[src/rtl/down_timer_pkg.sv]
// Shared definitions for the reloadable down-counting timer.
package down_timer_pkg;

    typedef enum logic [1:0] {
        IDLE = 2'b00,
        RUN  = 2'b01,
        HOLD = 2'b10,
        DONE = 2'b11
    } state_t;

endpackage : down_timer_pkg

[src/rtl/down_timer.sv]
// Reloadable down timer with one-shot/periodic terminal-count pulse.
// Optional sticky interrupt (irq/irq_clr) enabled by DOWN_TIMER_IRQ_STICKY_EN.
module down_timer
    import down_timer_pkg::*;
#(
    parameter int WIDTH = 8
) (
    input  logic             clk,
    input  logic             rst_n,
    input  logic             cen,
    input  logic             load_valid,
    output logic             load_ready,
    input  logic [WIDTH-1:0] load_val,
    input  logic             periodic,
    input  logic             start,
    input  logic             stop,
`ifdef DOWN_TIMER_IRQ_STICKY_EN
    input  logic             irq_clr,
    output logic             irq,
`endif
    output logic [WIDTH-1:0] val,
    output logic             busy,
    output logic             tc
);

    state_t           r_state;
    state_t           w_state_nxt;
    logic [WIDTH-1:0] r_val;
    logic [WIDTH-1:0] w_val_nxt;
    logic [WIDTH-1:0] r_reload;
    logic [WIDTH-1:0] w_reload_nxt;
    logic             r_tc;
    logic             w_tc_nxt;
    logic             r_busy;
    logic             w_load_fire;

    assign load_ready  = (r_state != RUN);
    assign w_load_fire = load_valid & load_ready;

    // Next-state, next-count and terminal-count decode
    always_comb begin
        w_state_nxt  = r_state;
        w_val_nxt    = r_val;
        w_tc_nxt     = 1'b0;
        // A same-cycle load is what a same-cycle start must see
        w_reload_nxt = w_load_fire ? load_val : r_reload;
        case (r_state)
            IDLE, DONE: begin
                if (stop) begin
                    w_state_nxt = IDLE;
                    w_val_nxt   = {WIDTH{1'b0}};
                end else if (start && (w_reload_nxt != {WIDTH{1'b0}})) begin
                    w_state_nxt = RUN;
                    w_val_nxt   = w_reload_nxt;
                end else begin
                    w_state_nxt = r_state;
                end
            end
            RUN: begin
                if (stop) begin
                    w_state_nxt = HOLD;
                end else if (cen && (r_val == WIDTH'(1))) begin
                    w_tc_nxt = 1'b1;
                    // A zero reload written during HOLD cannot run, so it ends the sequence
                    if (periodic && (r_reload != {WIDTH{1'b0}})) begin
                        w_val_nxt = r_reload;
                    end else begin
                        w_val_nxt   = {WIDTH{1'b0}};
                        w_state_nxt = DONE;
                    end
                end else if (cen) begin
                    w_val_nxt = r_val - WIDTH'(1);
                end else begin
                    w_val_nxt = r_val;
                end
            end
            HOLD: begin
                if (stop) begin
                    w_state_nxt = IDLE;
                    w_val_nxt   = {WIDTH{1'b0}};
                end else if (start) begin
                    w_state_nxt = RUN;
                end else begin
                    w_state_nxt = HOLD;
                end
            end
            default: begin
                w_state_nxt = IDLE;
                w_val_nxt   = {WIDTH{1'b0}};
            end
        endcase
    end

    // State, count, reload and event registers
    always_ff @(posedge clk or negedge rst_n) begin
        if (!rst_n) begin
            r_state  <= IDLE;
            r_val    <= {WIDTH{1'b0}};
            r_reload <= {WIDTH{1'b0}};
            r_tc     <= 1'b0;
            r_busy   <= 1'b0;
        end else begin
            r_state  <= w_state_nxt;
            r_val    <= w_val_nxt;
            r_reload <= w_reload_nxt;
            r_tc     <= w_tc_nxt;
            r_busy   <= (w_state_nxt == RUN) || (w_state_nxt == HOLD);
        end
    end

    assign val  = r_val;
    assign busy = r_busy;
    assign tc   = r_tc;

`ifdef DOWN_TIMER_IRQ_STICKY_EN
    logic r_irq;

    // Sticky interrupt: a tc pulse sets it and beats a same-cycle clear
    always_ff @(posedge clk or negedge rst_n) begin
        if (!rst_n) begin
            r_irq <= 1'b0;
        end else if (r_tc) begin
            r_irq <= 1'b1;
        end else if (irq_clr) begin
            r_irq <= 1'b0;
        end else begin
            r_irq <= r_irq;
        end
    end

    assign irq = r_irq;
`endif

endmodule : down_timer
[config.mk]
export PLATFORM = sky130hd
export DESIGN_NAME = down_timer
export DESIGN_NICKNAME = d
export VERILOG_FILES = /design/src/rtl/down_timer_pkg.sv /design/src/rtl/down_timer.sv
export SDC_FILE = /design/constraint.sdc
export NUM_CORES = 1
export LEC_CHECK = 0
export BUFFER_PORTS_ARGS = -buffer_cell sky130_fd_sc_hd__buf_2
export CAP_MARGIN = 20
export CORE_ASPECT_RATIO = 0.5
export CORE_MARGIN = 2
export CORE_UTILIZATION = 50
export DETAILED_ROUTE_END_ITERATION = 12
export GPL_ROUTABILITY_DRIVEN = 0
export PLACE_DENSITY = 0.8
export REMOVE_ABC_BUFFERS = 1
export SETUP_SLACK_MARGIN = 0.05
export SYNTH_ARGS = -nofsm -noshare
export SYNTH_HDL_FRONTEND = slang
export SYNTH_SLANG_ARGS = --single-unit
[constraint.sdc]
create_clock -name clk -period 2.5 [get_ports clk]
set_input_delay 0.75 -clock clk [delete_from_list [all_inputs] [get_ports clk]]
set_output_delay 0.75 -clock clk [all_outputs]
set_load 0.02 [all_outputs]
# Word-level counts from Yosys, hierarchy flattened
# Cells that the tools add are included.
totals:
  n_memories: 0
  ram_bits: 0
  rom_bits: 0
  in_bits: 15
  register_bits: 20
  output_inout_bits: 11
  wordCells: 47
  latch_bits: 0
op_classes:
  addsub: 1
  n_bitwise: 1
  eq_ne: 11
  n_mul: 0
  n_reduce_logical: 9
  n_shift: 0
  n_div: 0
  n_lt_le_gt_ge: 0
  muxes: 20
op_table:
  columns: ["cell", "count"]
  rows:
  - ["8-bit two-way mux", 8]
  - ["8-bit one-hot mux with 3 select lines", 1]
  - ["8-bit nonzero test", 2]
  - ["2-bit two-way mux", 7]
  - ["8-bit by 1-bit equality test with 1-bit output, second input constant", 1]
  - ["8-bit by 1-bit subtractor with 8-bit output, second input constant", 1]
  - ["2-bit equality test, second input constant", 3]
  - ["3-bit inequality test, second input constant", 2]
  - ["2-bit one-hot mux with 3 select lines", 1]
  - ["2-bit by 1-bit equality test with 1-bit output, second input constant", 2]
  - ["2-bit inequality test, second input constant", 2]
  - ["4-bit AND reduction", 1]
  - ["1-bit logical AND", 3]
  - ["1-bit two-way mux", 3]
  - ["2-bit logical NOT", 1]
  - ["2-bit by 1-bit inequality test with 1-bit output, second input constant", 1]
  - ["2-bit OR reduction", 1]
  - ["1-bit AND", 1]
  - ["1-bit logical OR", 1]

# Logic depth before layout (Yosys ltp)
depth:
  word_depth: 10
  depth_mapped: 9
  mapped_depth_nobuf: 7

# Worst setup path before layout
# OpenSTA, ideal clock, no wires.
synth_path:
  kind: "input-to-reg"
  startpoint: "input cen"
  endpoint: "register r_val[1] (netlist: val[1])"
  required_ns: 2.375
  t_arrival_ns: 1.960
  slack_ns: 0.415
  stages: 6
  setup_ns: 0.125
  path_buffers: 1
  cell_sequence: "nor4bb_1 -> nand2_2 -> buf_2 -> o21ai_2 -> o31ai_1 -> mux2_2"
synth_between:
  elab_chain_len: 4
  elab_cells_between_ends: 6
  classes_between: "eq/ne: 1; mux: 3; reduce/logical: 2"
synth_rtl:
  columns: ["element", "line_no", "source"]
  rows:
  - ["from (decl)", "down_timer.sv:10", "input logic cen,"]
  - ["1-bit logical AND", "down_timer.sv:62", "end else if (cen && (r_val == WIDTH'(1))) begin"]
  - ["8-bit two-way mux", "down_timer.sv:62", null]
  - ["8-bit two-way mux", "down_timer.sv:60", "if (stop) begin"]
  - ["8-bit one-hot mux with 3 select lines", "down_timer.sv:47", "case (r_state)"]
  - ["to (signal assigned)", "down_timer.sv:98", "r_val <= {WIDTH{1'b0}};"]
  - ["to (signal assigned)", "down_timer.sv:104", "r_val <= w_val_nxt;"]
  - ["to (decl)", "down_timer.sv:28", "logic [WIDTH-1:0] r_val;"]
# Parallel ways exist; a longest one is shown, timed or not. The select of a mux whose other input is x is not followed.
# A chain may end at the register's enable or synchronous reset.

# Final worst setup path
layout_path:
  startpoint: "register r_val[1] (netlist: val[1])"
  endpoint: "register r_busy (netlist: busy)"
layout_between:
  elab_chain_len: 7
  elab_cells_between_ends: 8
  classes_between: "eq/ne: 3; mux: 3; reduce/logical: 2"
layout_rtl:
  columns: ["element", "line_no", "source"]
  rows:
  - ["8-bit by 1-bit equality test with 1-bit output (*)", "down_timer.sv:62", null]
  - ["1-bit logical AND (*)", "down_timer.sv:62", null]
  - ["2-bit two-way mux (*)", "down_timer.sv:62", null]
  - ["2-bit two-way mux (*)", "down_timer.sv:60", null]
  - ["2-bit one-hot mux with 3 select lines (*)", "down_timer.sv:47", null]
  - ["named net w_state_nxt[0]", "down_timer.sv:27", "state_t w_state_nxt;"]
  - ["2-bit by 1-bit equality test with 1-bit output / 2-bit equality test (equally long branches)", "down_timer.sv:107", "r_busy <= (w_state_nxt == RUN) || (w_state_nxt == HOLD);"]
  - ["1-bit logical OR (*)", "down_timer.sv:107", null]
  - ["to (signal assigned)", "down_timer.sv:107", null]
  - ["to (decl)", "down_timer.sv:34", "logic r_busy;"]
# The timed path passes the listed nets; every way through them passes the cells marked *.

==> results.txt <==
Initial Utilization -> 55.8%
Highest Clock Rate -> 463 MHz
Global routing usage on met3 -> 4.28%
R2R Setup Slk -> 0.34 ns
Worst-margin pin slew -> 0.489 ns
Detailed-route via count -> 1121
Power density cells -> 1160 nW/um^2
PostCTS Resize Cnt -> 0
DRT iter0 DRCs -> 35
Top-level port count -> 26
GR peak layer -> met2
PortBufs -> 25
Die Width -> 76.0 um
Overflow after GRT -> 0
DR pass1 iterations -> 4
Synth cell types -> 39
Hold Crit Class -> in -> async
Final Hold Viols -> 0
Crit path launch type -> flop
RSZ-0062 raised after global routing -> no
Setup violations, final -> 0
Clock Sinks -> 20
Yosys top cell area share -> 38.6%
Rows -> 12
Slew Viols, Final -> 0
Layout Cells excl Fill -> 193
Final wirelength -> 2.97 mm
Initial antenna violation count -> 0
Worst Skew -> 0.00207 ns
Layout area overhead -> 18.1%
Root Buffer -> clkbuf_8
H-Tree Depth -> 1
VDD IR max -> 0.000642 V
Post-route ant nets -> 0
Met2 usage -> 36.2%
CTS tree -> yes
Routed wire length per instance -> 15.4 um
Worst Path Max Fanout -> 7
Main area contributors after synthesis -> dfrtp_1, mux2_2, ha_1
GRT met1 Usage -> 27.0%
Crit path launch -> val[1]
Setup bufs post-CTS -> 0
Slew HR -> 67.1%
Clk Latency, worst-skew pair -> 0.26 ns
Die Area -> 3040 sq um
EDFF count, synth -> 0
Fin Setup TNS -> 0 ns
Clock tree buffer depth -> 2
Static Leak -> 0.696 nW
First-pass GRT wire length -> 4.73 mm
Share of cells above drive strength 1 -> 31.0%
Largest net degree at the start of global routing -> 21
Min cycle time layout -> 2.16 ns
Antenna cells -> 0
Yosys Warn Count -> 0
Clock slew at reported path FFs -> 0.08 ns
Worst EP required -> 2.69 ns
Type of element capturing the critical path -> flop
Worst Path Arrival -> 2.35 ns
FF-to-FF End -> busy
DP Cell Count -> 189
Async set or reset register ratio after synthesis -> 100%
Period utilization -> 86.4%
Main flop type after synthesis -> dfrtp_1
Vias in the first global route -> 1012
Worst Reg-to-Reg Cells -> 7
All-Layer GR Usage -> 20.9%
Post-Syn Area -> 1300 sq um
Mapped Cells -> 129
Die height -> 40.0 um
CTS Hold Bufs -> 0
Seq/Total Area, Yosys -> 38.6%
Post-Syn Area per Cell -> 10.1 sq um
Num CTS Buffers -> 3
Area leader, netlist -> dfrtp_1
Core footprint -> 2330 sq um
Drt drc -> 0
Number of synthesized register bits -> 20
DR vias/cell -> 5.81
Status -> complete, no violations
WS Path Type -> reg -> reg
Worst R2R Start -> val[1]
Max-Cap Viols -> 0
# nets final -> 178
DP HPWL -> 2.25 mm
-- critical path, stage by stage (launching register included) --
cell and delay (ns):
dfrtp_1 0.45, inv_1 0.11, ha_1 0.16, nor4bb_1 0.39, nand2_2 0.15, o2111a_1 0.30, a2111oi_4 0.37, xor2_1 0.17
-- sequential cells by signal, indices dropped and copies added, names as in the netlist --
register	cells
busy	1
r_reload	8
val	8
r_state	2
tc	1
-- report_power, final --
| group | leakage (nW) | switching, W | internal (W) |
|---|---|---|---|
| combinational | 0.416 | 0.000504 | 0.000438 |
| clock | 0.0288 | 0.000113 | 0.000140 |
| sequential | 0.252 | 0.000148 | 0.000439 |
| total | 0.696 | 0.000765 | 0.00102 |
-- per-layer routing --
layer | share of wire, % | vias to the layer above
li1 | - | 546
met1 | 52 | 542
met2 | 43 | 27
met3 | 4.1 | 6
met4 | 1.4 | 0
met5 | 0 | -
-- cells by family (layout without fill, tap and decap cells) --
| kind of cell | Yosys count | in the layout | synth area share (%) |
|---|---|---|---|
| DFF | 20 | 20 | 38.6 |
| AOI/OAI and AO/OA | 35 | 35 | 20.7 |
| muxes | 14 | 14 | 11.9 |
| and+or+nand+nor | 40 | 40 | 18.5 |
| xor gates and xnor gates | 4 | 4 | 2.70 |
| adders and majority gates | 4 | 4 | 3.86 |
| buffers and inverters | 12 | 41 | 3.76 |
-- how the worst max path moves through the flow --
stage / endpoint / slack [ns]
after floorplan: val[1] / -0.06
after global placement: busy / 0.11
after detailed placement: busy / 0.13
after CTS: busy / 0.34
after global routing: busy / 0.18
final: busy / 0.34
-- synthesized netlist by cell type (2+ instances only) --
cell type  number
xor2_1          4
a2bb2oi_1       4
o31ai_1         4
o21ai_0         8
ha_1            4
nor3b_1         2
nor2b_1         5
inv_1           8
mux2_2         11
a21oi_1         7
nor4_1          6
nand2_1        10
nor3_1          4
nor2_1          4
buf_2           3
mux2i_1         3
dfrtp_1        20
-- stage by stage --
stage	hold slack (ns)	total power (W)	area (sq um)	util, %	setup WS [ns]
final	0.430	0.00178	1530	65.9	0.339
after global routing	0.449	0.00190	1530	65.9	0.179
after CTS	0.445	0.00178	1530	65.9	0.342
after detailed placement	0.549	0.00153	1480	63.5	0.133
after global placement	0.539	0.00151	1480	63.5	0.112
after floorplan	0.454	0.00126	1280	-	-0.0607
-- cell usage in the layout (no fill, tap or decap), drive strengths merged, types with 2 or more instances in the layout --
cell type  count
buf           29
dfrtp         20
mux2          11
nand2         11
o21ai          9
inv            8
a21oi          7
nor4           7
nor2b          5
nor2           4
o31ai          4
xor2           4
nor3           4
a2bb2oi        4
ha             4
clkbuf         4
mux2i          3
nor3b          2
-- final cells by class --
class	count	area, sq um
sequential	20	500
fill	196	795
clock buffer	4	55.1
inverter	8	30.0
tap	35	43.8
multi-input combinational	97	748
timing repair buffer	29	155
Note: power is estimated with default switching activity, not from simulation.
